File: config.mk
export PLATFORM = sky130hd
export DESIGN_NAME = pixel_gearbox_fifo
export DESIGN_NICKNAME = d
export VERILOG_FILES = /design/src/rtl/pixel_fifo_pkg.sv /design/src/rtl/pixel_lane_ram.sv /design/src/rtl/pixel_gearbox_fifo.sv
export SDC_FILE = /design/constraint.sdc
export NUM_CORES = 1
export LEC_CHECK = 0
export BUFFER_PORTS_ARGS = -buffer_cell sky130_fd_sc_hd__buf_2
export CORE_MARGIN = 1
export CORE_UTILIZATION = 40
export CTS_CLUSTER_SIZE = 40
export DETAILED_ROUTE_END_ITERATION = 8
export GPL_TIMING_DRIVEN = 0
export HOLD_SLACK_MARGIN = 0.08
export MAX_ROUTING_LAYER = met4
export PLACE_DENSITY = 0.61
export SETUP_SLACK_MARGIN = 0.2
export SYNTH_ARGS = -nofsm -noshare
export SYNTH_HDL_FRONTEND = slang
export SYNTH_SLANG_ARGS = --single-unit
export TNS_END_PERCENT = 100
File: constraint.sdc
create_clock -name clk -period 5.79 [get_ports clk]
set_clock_uncertainty 0.1 [all_clocks]
set_input_delay 0.579 -clock clk [delete_from_list [all_inputs] [get_ports clk]]
set_output_delay 0.579 -clock clk [all_outputs]
set_load 0.01 [all_outputs]
File: src/rtl/pixel_fifo_pkg.sv
// Shared definitions for the pixel gearbox FIFO.
// Default pixel width, lane extraction and geometry check.
package pixel_fifo_pkg;

  localparam int DEF_PIXEL_WIDTH = 8;
  localparam int MAX_WORD_BITS   = 512;
  localparam int MAX_PIXEL_BITS  = 64;

  // Lane 0 sits in the MSBs of the word.
  function automatic logic [MAX_PIXEL_BITS-1:0] lane_extract(
    input logic [MAX_WORD_BITS-1:0] word,
    input int                       lanes,
    input int                       width,
    input int                       lane
  );
    logic [MAX_WORD_BITS-1:0] sh;
    logic [MAX_WORD_BITS-1:0] mask;
    sh   = word >> ((lanes - 1 - lane) * width);
    mask = (MAX_WORD_BITS'(1) << width) - MAX_WORD_BITS'(1);
    return MAX_PIXEL_BITS'(sh & mask);
  endfunction

  // Read and write slots must fit side by side in the array.
  function automatic bit depth_ok(
    input int aw,
    input int wl,
    input int rl
  );
    return (1 << aw) >= (wl + rl);
  endfunction

endpackage

File: src/rtl/pixel_lane_ram.sv
// Pixel register array with one write port per write lane
// and one combinational read port per read lane.
module pixel_lane_ram
  import pixel_fifo_pkg::*;
#(
  parameter int PIXEL_WIDTH = DEF_PIXEL_WIDTH,
  parameter int WR_LANES    = 4,
  parameter int RD_LANES    = 3,
  parameter int ADDR_WIDTH  = 4
) (
  input  logic                                  clk,
  input  logic                                  we,
  input  logic [WR_LANES-1:0][ADDR_WIDTH-1:0]   wr_addr,
  input  logic [WR_LANES-1:0][PIXEL_WIDTH-1:0]  wr_data,
  input  logic [RD_LANES-1:0][ADDR_WIDTH-1:0]   rd_addr,
  output logic [RD_LANES-1:0][PIXEL_WIDTH-1:0]  rd_data
);

  localparam int DEPTH = 1 << ADDR_WIDTH;

  logic [PIXEL_WIDTH-1:0] mem [DEPTH];

  // Lane addresses are distinct, so ports never collide.
  always_ff @(posedge clk) begin
    if (we) begin
      for (int k = 0; k < WR_LANES; k++) begin
        mem[wr_addr[k]] <= wr_data[k];
      end
    end
  end

  // Unregistered read of every read lane.
  always_comb begin
    rd_data = '0;
    for (int k = 0; k < RD_LANES; k++) begin
      rd_data[k] = mem[rd_addr[k]];
    end
  end

endmodule

File: src/rtl/pixel_gearbox_fifo.sv
// Width-converting pixel FIFO: WR_LANES pixels in,
// RD_LANES pixels out, with flush and occupancy.
module pixel_gearbox_fifo
  import pixel_fifo_pkg::*;
#(
  parameter int PIXEL_WIDTH = DEF_PIXEL_WIDTH,
  parameter int WR_LANES    = 4,
  parameter int RD_LANES    = 3,
  parameter int ADDR_WIDTH  = 4
) (
  input  logic                            clk,
  input  logic                            rst,
  input  logic [WR_LANES*PIXEL_WIDTH-1:0] din,
  input  logic                            wr_req,
  output logic                            wr_vld,
  input  logic                            rd_req,
  output logic                            rd_vld,
  output logic [RD_LANES*PIXEL_WIDTH-1:0] dout,
  output logic                            dout_vld,
  input  logic                            flush,
  output logic [ADDR_WIDTH:0]             level
);

  localparam int DEPTH = 1 << ADDR_WIDTH;
  localparam int LW    = ADDR_WIDTH + 1;

  localparam logic [LW-1:0] WR_MAX = LW'(DEPTH - WR_LANES);
  localparam logic [LW-1:0] RD_MIN = LW'(RD_LANES);
  localparam logic [LW-1:0] WR_INC = LW'(WR_LANES);
  localparam logic [LW-1:0] RD_DEC = LW'(RD_LANES);

  localparam logic [ADDR_WIDTH-1:0] WR_STEP = ADDR_WIDTH'(WR_LANES);
  localparam logic [ADDR_WIDTH-1:0] RD_STEP = ADDR_WIDTH'(RD_LANES);

  if (!depth_ok(ADDR_WIDTH, WR_LANES, RD_LANES)) begin : g_depth_chk
    $error("pixel_gearbox_fifo: DEPTH must be >= WR_LANES + RD_LANES");
  end

  logic [ADDR_WIDTH-1:0] wr_ptr;
  logic [ADDR_WIDTH-1:0] rd_ptr;
  logic                  wr_en;
  logic                  rd_en;
  logic                  ram_we;
  logic [LW-1:0]         level_next;

  logic [WR_LANES-1:0][ADDR_WIDTH-1:0]  wr_addr;
  logic [WR_LANES-1:0][PIXEL_WIDTH-1:0] wr_data;
  logic [RD_LANES-1:0][ADDR_WIDTH-1:0]  rd_addr;
  logic [RD_LANES-1:0][PIXEL_WIDTH-1:0] rd_data;
  logic [RD_LANES*PIXEL_WIDTH-1:0]      rd_word;

  assign wr_vld = (level <= WR_MAX);
  assign rd_vld = (level >= RD_MIN);
  assign wr_en  = wr_req & wr_vld;
  assign rd_en  = rd_req & rd_vld;
  assign ram_we = wr_en & ~flush & ~rst;

  // Occupancy after this cycle's accepted operations.
  always_comb begin
    level_next = level;
    if (wr_en) level_next = level_next + WR_INC;
    if (rd_en) level_next = level_next - RD_DEC;
  end

  // Split the write word into lanes at wrapping addresses.
  always_comb begin
    wr_addr = '0;
    wr_data = '0;
    for (int k = 0; k < WR_LANES; k++) begin
      wr_addr[k] = wr_ptr + ADDR_WIDTH'(k);
      wr_data[k] = PIXEL_WIDTH'(lane_extract(
        MAX_WORD_BITS'(din), WR_LANES, PIXEL_WIDTH, k));
    end
  end

  // Gather read lanes, oldest pixel into the MSBs.
  always_comb begin
    rd_addr = '0;
    rd_word = '0;
    for (int k = 0; k < RD_LANES; k++) begin
      rd_addr[k] = rd_ptr + ADDR_WIDTH'(k);
      rd_word[(RD_LANES-1-k)*PIXEL_WIDTH +: PIXEL_WIDTH] = rd_data[k];
    end
  end

  pixel_lane_ram #(
    .PIXEL_WIDTH (PIXEL_WIDTH),
    .WR_LANES    (WR_LANES),
    .RD_LANES    (RD_LANES),
    .ADDR_WIDTH  (ADDR_WIDTH)
  ) u_ram (
    .clk     (clk),
    .we      (ram_we),
    .wr_addr (wr_addr),
    .wr_data (wr_data),
    .rd_addr (rd_addr),
    .rd_data (rd_data)
  );

  // Pointers and occupancy; flush drops any concurrent access.
  always_ff @(posedge clk) begin
    if (rst || flush) begin
      wr_ptr <= '0;
      rd_ptr <= '0;
      level  <= '0;
    end else begin
      if (wr_en) wr_ptr <= wr_ptr + WR_STEP;
      if (rd_en) rd_ptr <= rd_ptr + RD_STEP;
      level <= level_next;
    end
  end

  // Output register; flush keeps dout but kills the pulse.
  always_ff @(posedge clk) begin
    if (rst) begin
      dout     <= '0;
      dout_vld <= 1'b0;
    end else if (flush) begin
      dout_vld <= 1'b0;
    end else begin
      dout_vld <= rd_en;
      if (rd_en) dout <= rd_word;
    end
  end

endmodule

======== After elaboration in Yosys (flattened, before gate mapping) ========
Memories as Yosys holds them, arrays and structs flattened. A register that Yosys moved wholly into a read port is not among the register bits.
Index checks and enable logic that the tools add are counted.
operators by class
  $add $sub $neg .......................... 9
  order comparisons ....................... 2
  mux-type cells .......................... 4
  bitwise gates (word level) .............. 6
  reductions and logical operators ........ 3
operator list
  cell                   count
  $add A4 B2 Y4 const B  4
  $mux W5                2
  $add A4 B1 Y4 const B  2
  $add A5 B3 Y5 const B  1
  $ge A5 B2 Y1 const B   1
  $le A5 B4 Y1 const B   1
  $sub A5 B2 Y5 const B  1
  $add A4 B3 Y4 const B  1
  $and A1 B1 Y1          4
  $mux W1                2
  $not A1 Y1             2
  $reduce_and A2 Y1      1
  $reduce_or A2 Y1       1
  $logic_or A1 B1 Y1     1
storage, ports and cells
  flip-flop bits (word level) ............. 14
  RAM bits ................................ 128
  bits of input ports ..................... 37
  output and inout port bits .............. 32
  word-level logic and storage cells ...... 29
  memories ................................ 1
memories
  memory     depth  width  rd ports  clocked after Yosys merged registers in  write ports  line                  RTL
  u_ram.mem  16     8      3         3                                        4            pixel_lane_ram.sv:21  logic [PIXEL_WIDTH-1:0] mem [DEPTH];

======== Depth between registers and ports, before layout ========
  depth in word-level cells ............... 6
  depth in mapped cells ................... 11

======== Cells and area by module ========
Synthesis repeated with hierarchy kept, for this count alone.
second synthesis, totals
  cells, all modules ...................... 1,299
  area, all modules ....................... 12,692.2 um^2
by module, submodules not included
  module              times used  cells each  area each (um^2)  sequential area each (um^2)
  pixel_lane_ram      1           1,133       11,089.4          3,843.7
  pixel_gearbox_fifo  1           166         1,602.8           720.7

======== Least setup slack after synthesis ========
Ideal clock, no wire load.
  kind .................................... register -> register
  from .................................... register level[2]
  to ...................................... memory u_ram.mem[0][0] in the netlist's numbering, enable pin
  arrival time ............................ 2.162 ns
  data required time ...................... 5.298 ns
  slack ................................... 3.136 ns
  cell stages (with the launch flop) ...... 6
  buffers on the path ..................... 1
  clock period less this slack ............ 2.654 ns
  cell sequence ........................... dfxtp_1 > ha_1 > nand2_1 > a311oi_1 > buf_2 > and3_1
RTL lines
  element                 line                       RTL
  start, declared         pixel_gearbox_fifo.sv:21   output logic [ADDR_WIDTH:0] level
  start signal, assigned  pixel_gearbox_fifo.sv:109  level <= level_next;
  end, declared           pixel_lane_ram.sv:21

==> impl_metrics.json <==
{
  "status": "finished clean",
  "rsz0062_at_grt": "false",
  "syn-num-nets": 522,
  "coreArea_um2": 20200,
  "grt_use_total_pct": 22.9,
  "pwr-share-seq_pct": 51.5,
  "fp.dieH_um": 145,
  "drive_gt1_share_pct": 40.0,
  "max-vdd-ir-drop_v": 0.000199,
  "slew_violations": 0,
  "areaGrowthSynthToFinish_pct": 14.8,
  "ant_nets": 0,
  "die_w_um": 145,
  "path_max_fanout": 10,
  "clockBufferDepth": 2,
  "ys_types": 41,
  "std_cell_rows": 52,
  "fill_cells": 1744,
  "synth_area_um2": 8230,
  "overflow": 0,
  "wirelength_mm": 22.8,
  "clock_sinks": 164,
  "dieArea_um2": 21100,
  "maxCapViolCount": 0,
  "min_period_over_period_pct": 60.0,
  "crit_type": "register to register",
  "hold_class": "input pin to register",
  "grt_pass1_vias": 5351,
  "worst_pin_slew_ns": 1.16,
  "cts-buffers-inserted": 17,
  "register_area_um2": 4560,
  "post-route-drc-count": 0,
  "synth-seq-cells": 164,
  "cts_root_buffer": "clkbuf_16",
  "crit_arrival_ns": 3.71,
  "cts_setup_buffers": 0,
  "insertion_delay_ns": 0.44,
  "cts_tree": "built",
  "p_sw_w": 0.000582,
  "sw_frac_of_total_pct": 23.1,
  "crit_path_end_kind": "register",
  "path_clk_slew_ns": 0.06,
  "hold_buffers": 0,
  "fin_util_pct": 46.8,
  "synth.largest_area_cell": "edfxtp_1",
  "yosysSeqAreaShare_pct": 55.5,
  "gp_congestion": 0.843,
  "multi_input_area_um2": 3450,
  "clockPowerShare_pct": 41.3,
  "final_hold_viol_count": 0,
  "setup.worst_path.start_class": "register",
  "n_antenna_cell": 0,
  "yosysWarnings": 0,
  "fmax_ghz": 0.288,
  "final_cell_mix": "edfxtp_1, mux4_2, buf_2",
  "synth.avg_cell_area_um2": 17.4,
  "port_buffers": 68,
  "p_leak_nw": 3.28,
  "cp.required_ns": 6.02,
  "io-pin-count": 69,
  "vias": 5291,
  "drt-pass1-iter-count": 6,
  "viasPerCell": 6.28,
  "dp_slack_ns": 2.36,
  "cts.htree.levels": 4,
  "nets": 609,
  "max_slew_margin_pct": 22.1,
  "grt_pass1_wl_mm": 33.7,
  "yosysTopAreaCellShare_pct": 46.7,
  "powerDensity_nw_per_um2": 267,
  "setup_violations": 0,
  "netlist_instances": 473,
  "pwr-share-comb_pct": 7.2,
  "grt_max_degree": 33,
  "post_cts_resized": 0,
  "drt_iter0_drc": 731,
  "layout_min_cycle_time_ns": 3.48,
  "synth.area.top_cells": "edfxtp_1, mux4_2, dfxtp_1",
  "internal-power_w": 0.00194,
  "antenna_found_initial": 0,
  "wl_per_cell_um": 27.0,
  "fin_ws_ns": 2.31,
  "hpwlAfterDp_mm": 14.8,
  "initial_core_util_pct": 40.8,
  "layout_commonest_cell": "edfxtp_1",
  "setup_tns_ns": 0
}
state kept, by name, summed over array words and instances, names as in the netlist:
register	flops
level	5
dout_vld	1
wr_ptr	2
dout	24
u_ram.mem	128
rd_ptr	4
synth_stat cells:
library cell  number
and3_1             4
buf_6              2
a211oi_1           1
mux4_2            96
clkbuf_1          11
a21oi_1           15
o21ai_0            1
o21ai_2            1
nor2b_1            1
dfxtp_1           36
o2bb2ai_1          8
mux2_2             1
or3_1              2
buf_1              3
o22ai_1            8
or2_2              2
xor2_2             1
inv_2              1
inv_1              9
nor2_1            17
buf_4              6
nor2_2             1
a22oi_1           16
ha_1              12
a21o_1            18
buf_2             12
clkbuf_2           1
nor3b_1            1
a221oi_1           8
o21a_1             1
a22o_1             9
mux2i_1           17
and2_1             4
nand2_1            4
a31oi_1            1
edfxtp_1         128
a311oi_1           1
or3_4              1
xnor2_1            8
nand2_4            2
nand3_1            2
metrics by stage:
stage,area (um2),hold WS (ns),total power [W],std cells
global placement,8910,0.332,0.00150,811
finish,9450,0.258,0.00252,842
global route,9450,0.253,0.00259,842
CTS,9450,0.253,0.00253,842
detailed placement,8910,0.336,0.00150,811
floorplan,8230,0.390,0.00144,473
cells by family (layout without fill, tap and decap cells):
family	count (synthesis)	count (layout)	synth area share (%)
muxes	114	114	28.5
adders and majority gates	12	12	1.82
xor gates and xnor gates	9	9	1.05
buffers and inverters	45	144	2.71
AOI/OAI and AO/OA	88	88	7.82
and+or+nand+nor	41	41	2.65
DFF	164	164	55.5
power by group through the flow:
stage	combinational, W	clock [W]	sequential [W]
after CTS	0.000182	0.00105	0.00130
after global routing	0.000194	0.00110	0.00130
final	0.000182	0.00104	0.00130
after floorplan	0.000114	0	0.00132
after global placement	0.000178	0	0.00132
after detailed placement	0.000182	0	0.00132
final timing paths:
path,from,to,slack (ns),depth (start not counted)
max,rd_ptr[0],dout[13],2.31,11
max reg2reg,rd_ptr[0],dout[13],2.31,11
min,din[22],u_ram.mem[5][6],0.26,1
min reg2reg,dout[14],dout[14],0.34,1
worst max-delay path: stages (launching register included):
cell	delay, ns
dfxtp_1	0.35
buf_6	0.14
buf_6	0.21
buf_4	0.27
inv_1	0.07
ha_1	0.27
clkbuf_1	0.28
clkbuf_1	0.75
mux4_2	0.41
mux2i_1	0.19
o22ai_1	0.15
a21o_1	0.17
cell type report:
class / instances / share of cell area [%]
Sequential cell: 164 / 48.3
Multi-Input combinational cell: 264 / 36.5
Clock inverter: 11 / 0.834
Timing Repair Buffer: 68 / 3.60
Tap cell: 270 / 3.58
Buffer: 35 / 1.96
Inverter: 10 / 0.397
Clock buffer: 20 / 4.83
routing by layer:
| layer | routed length (um) | global-route usage (%) | up-vias |
|---|---|---|---|
| met5 | 0 | - | - |
| met4 | 772 | 10.0 | 0 |
| met3 | 2300 | 4.89 | 70 |
| met2 | 10600 | 34.1 | 333 |
| met1 | 9050 | 30.2 | 2717 |
| li1 | - | - | 2171 |
Power figures use the tool's default switching activity.
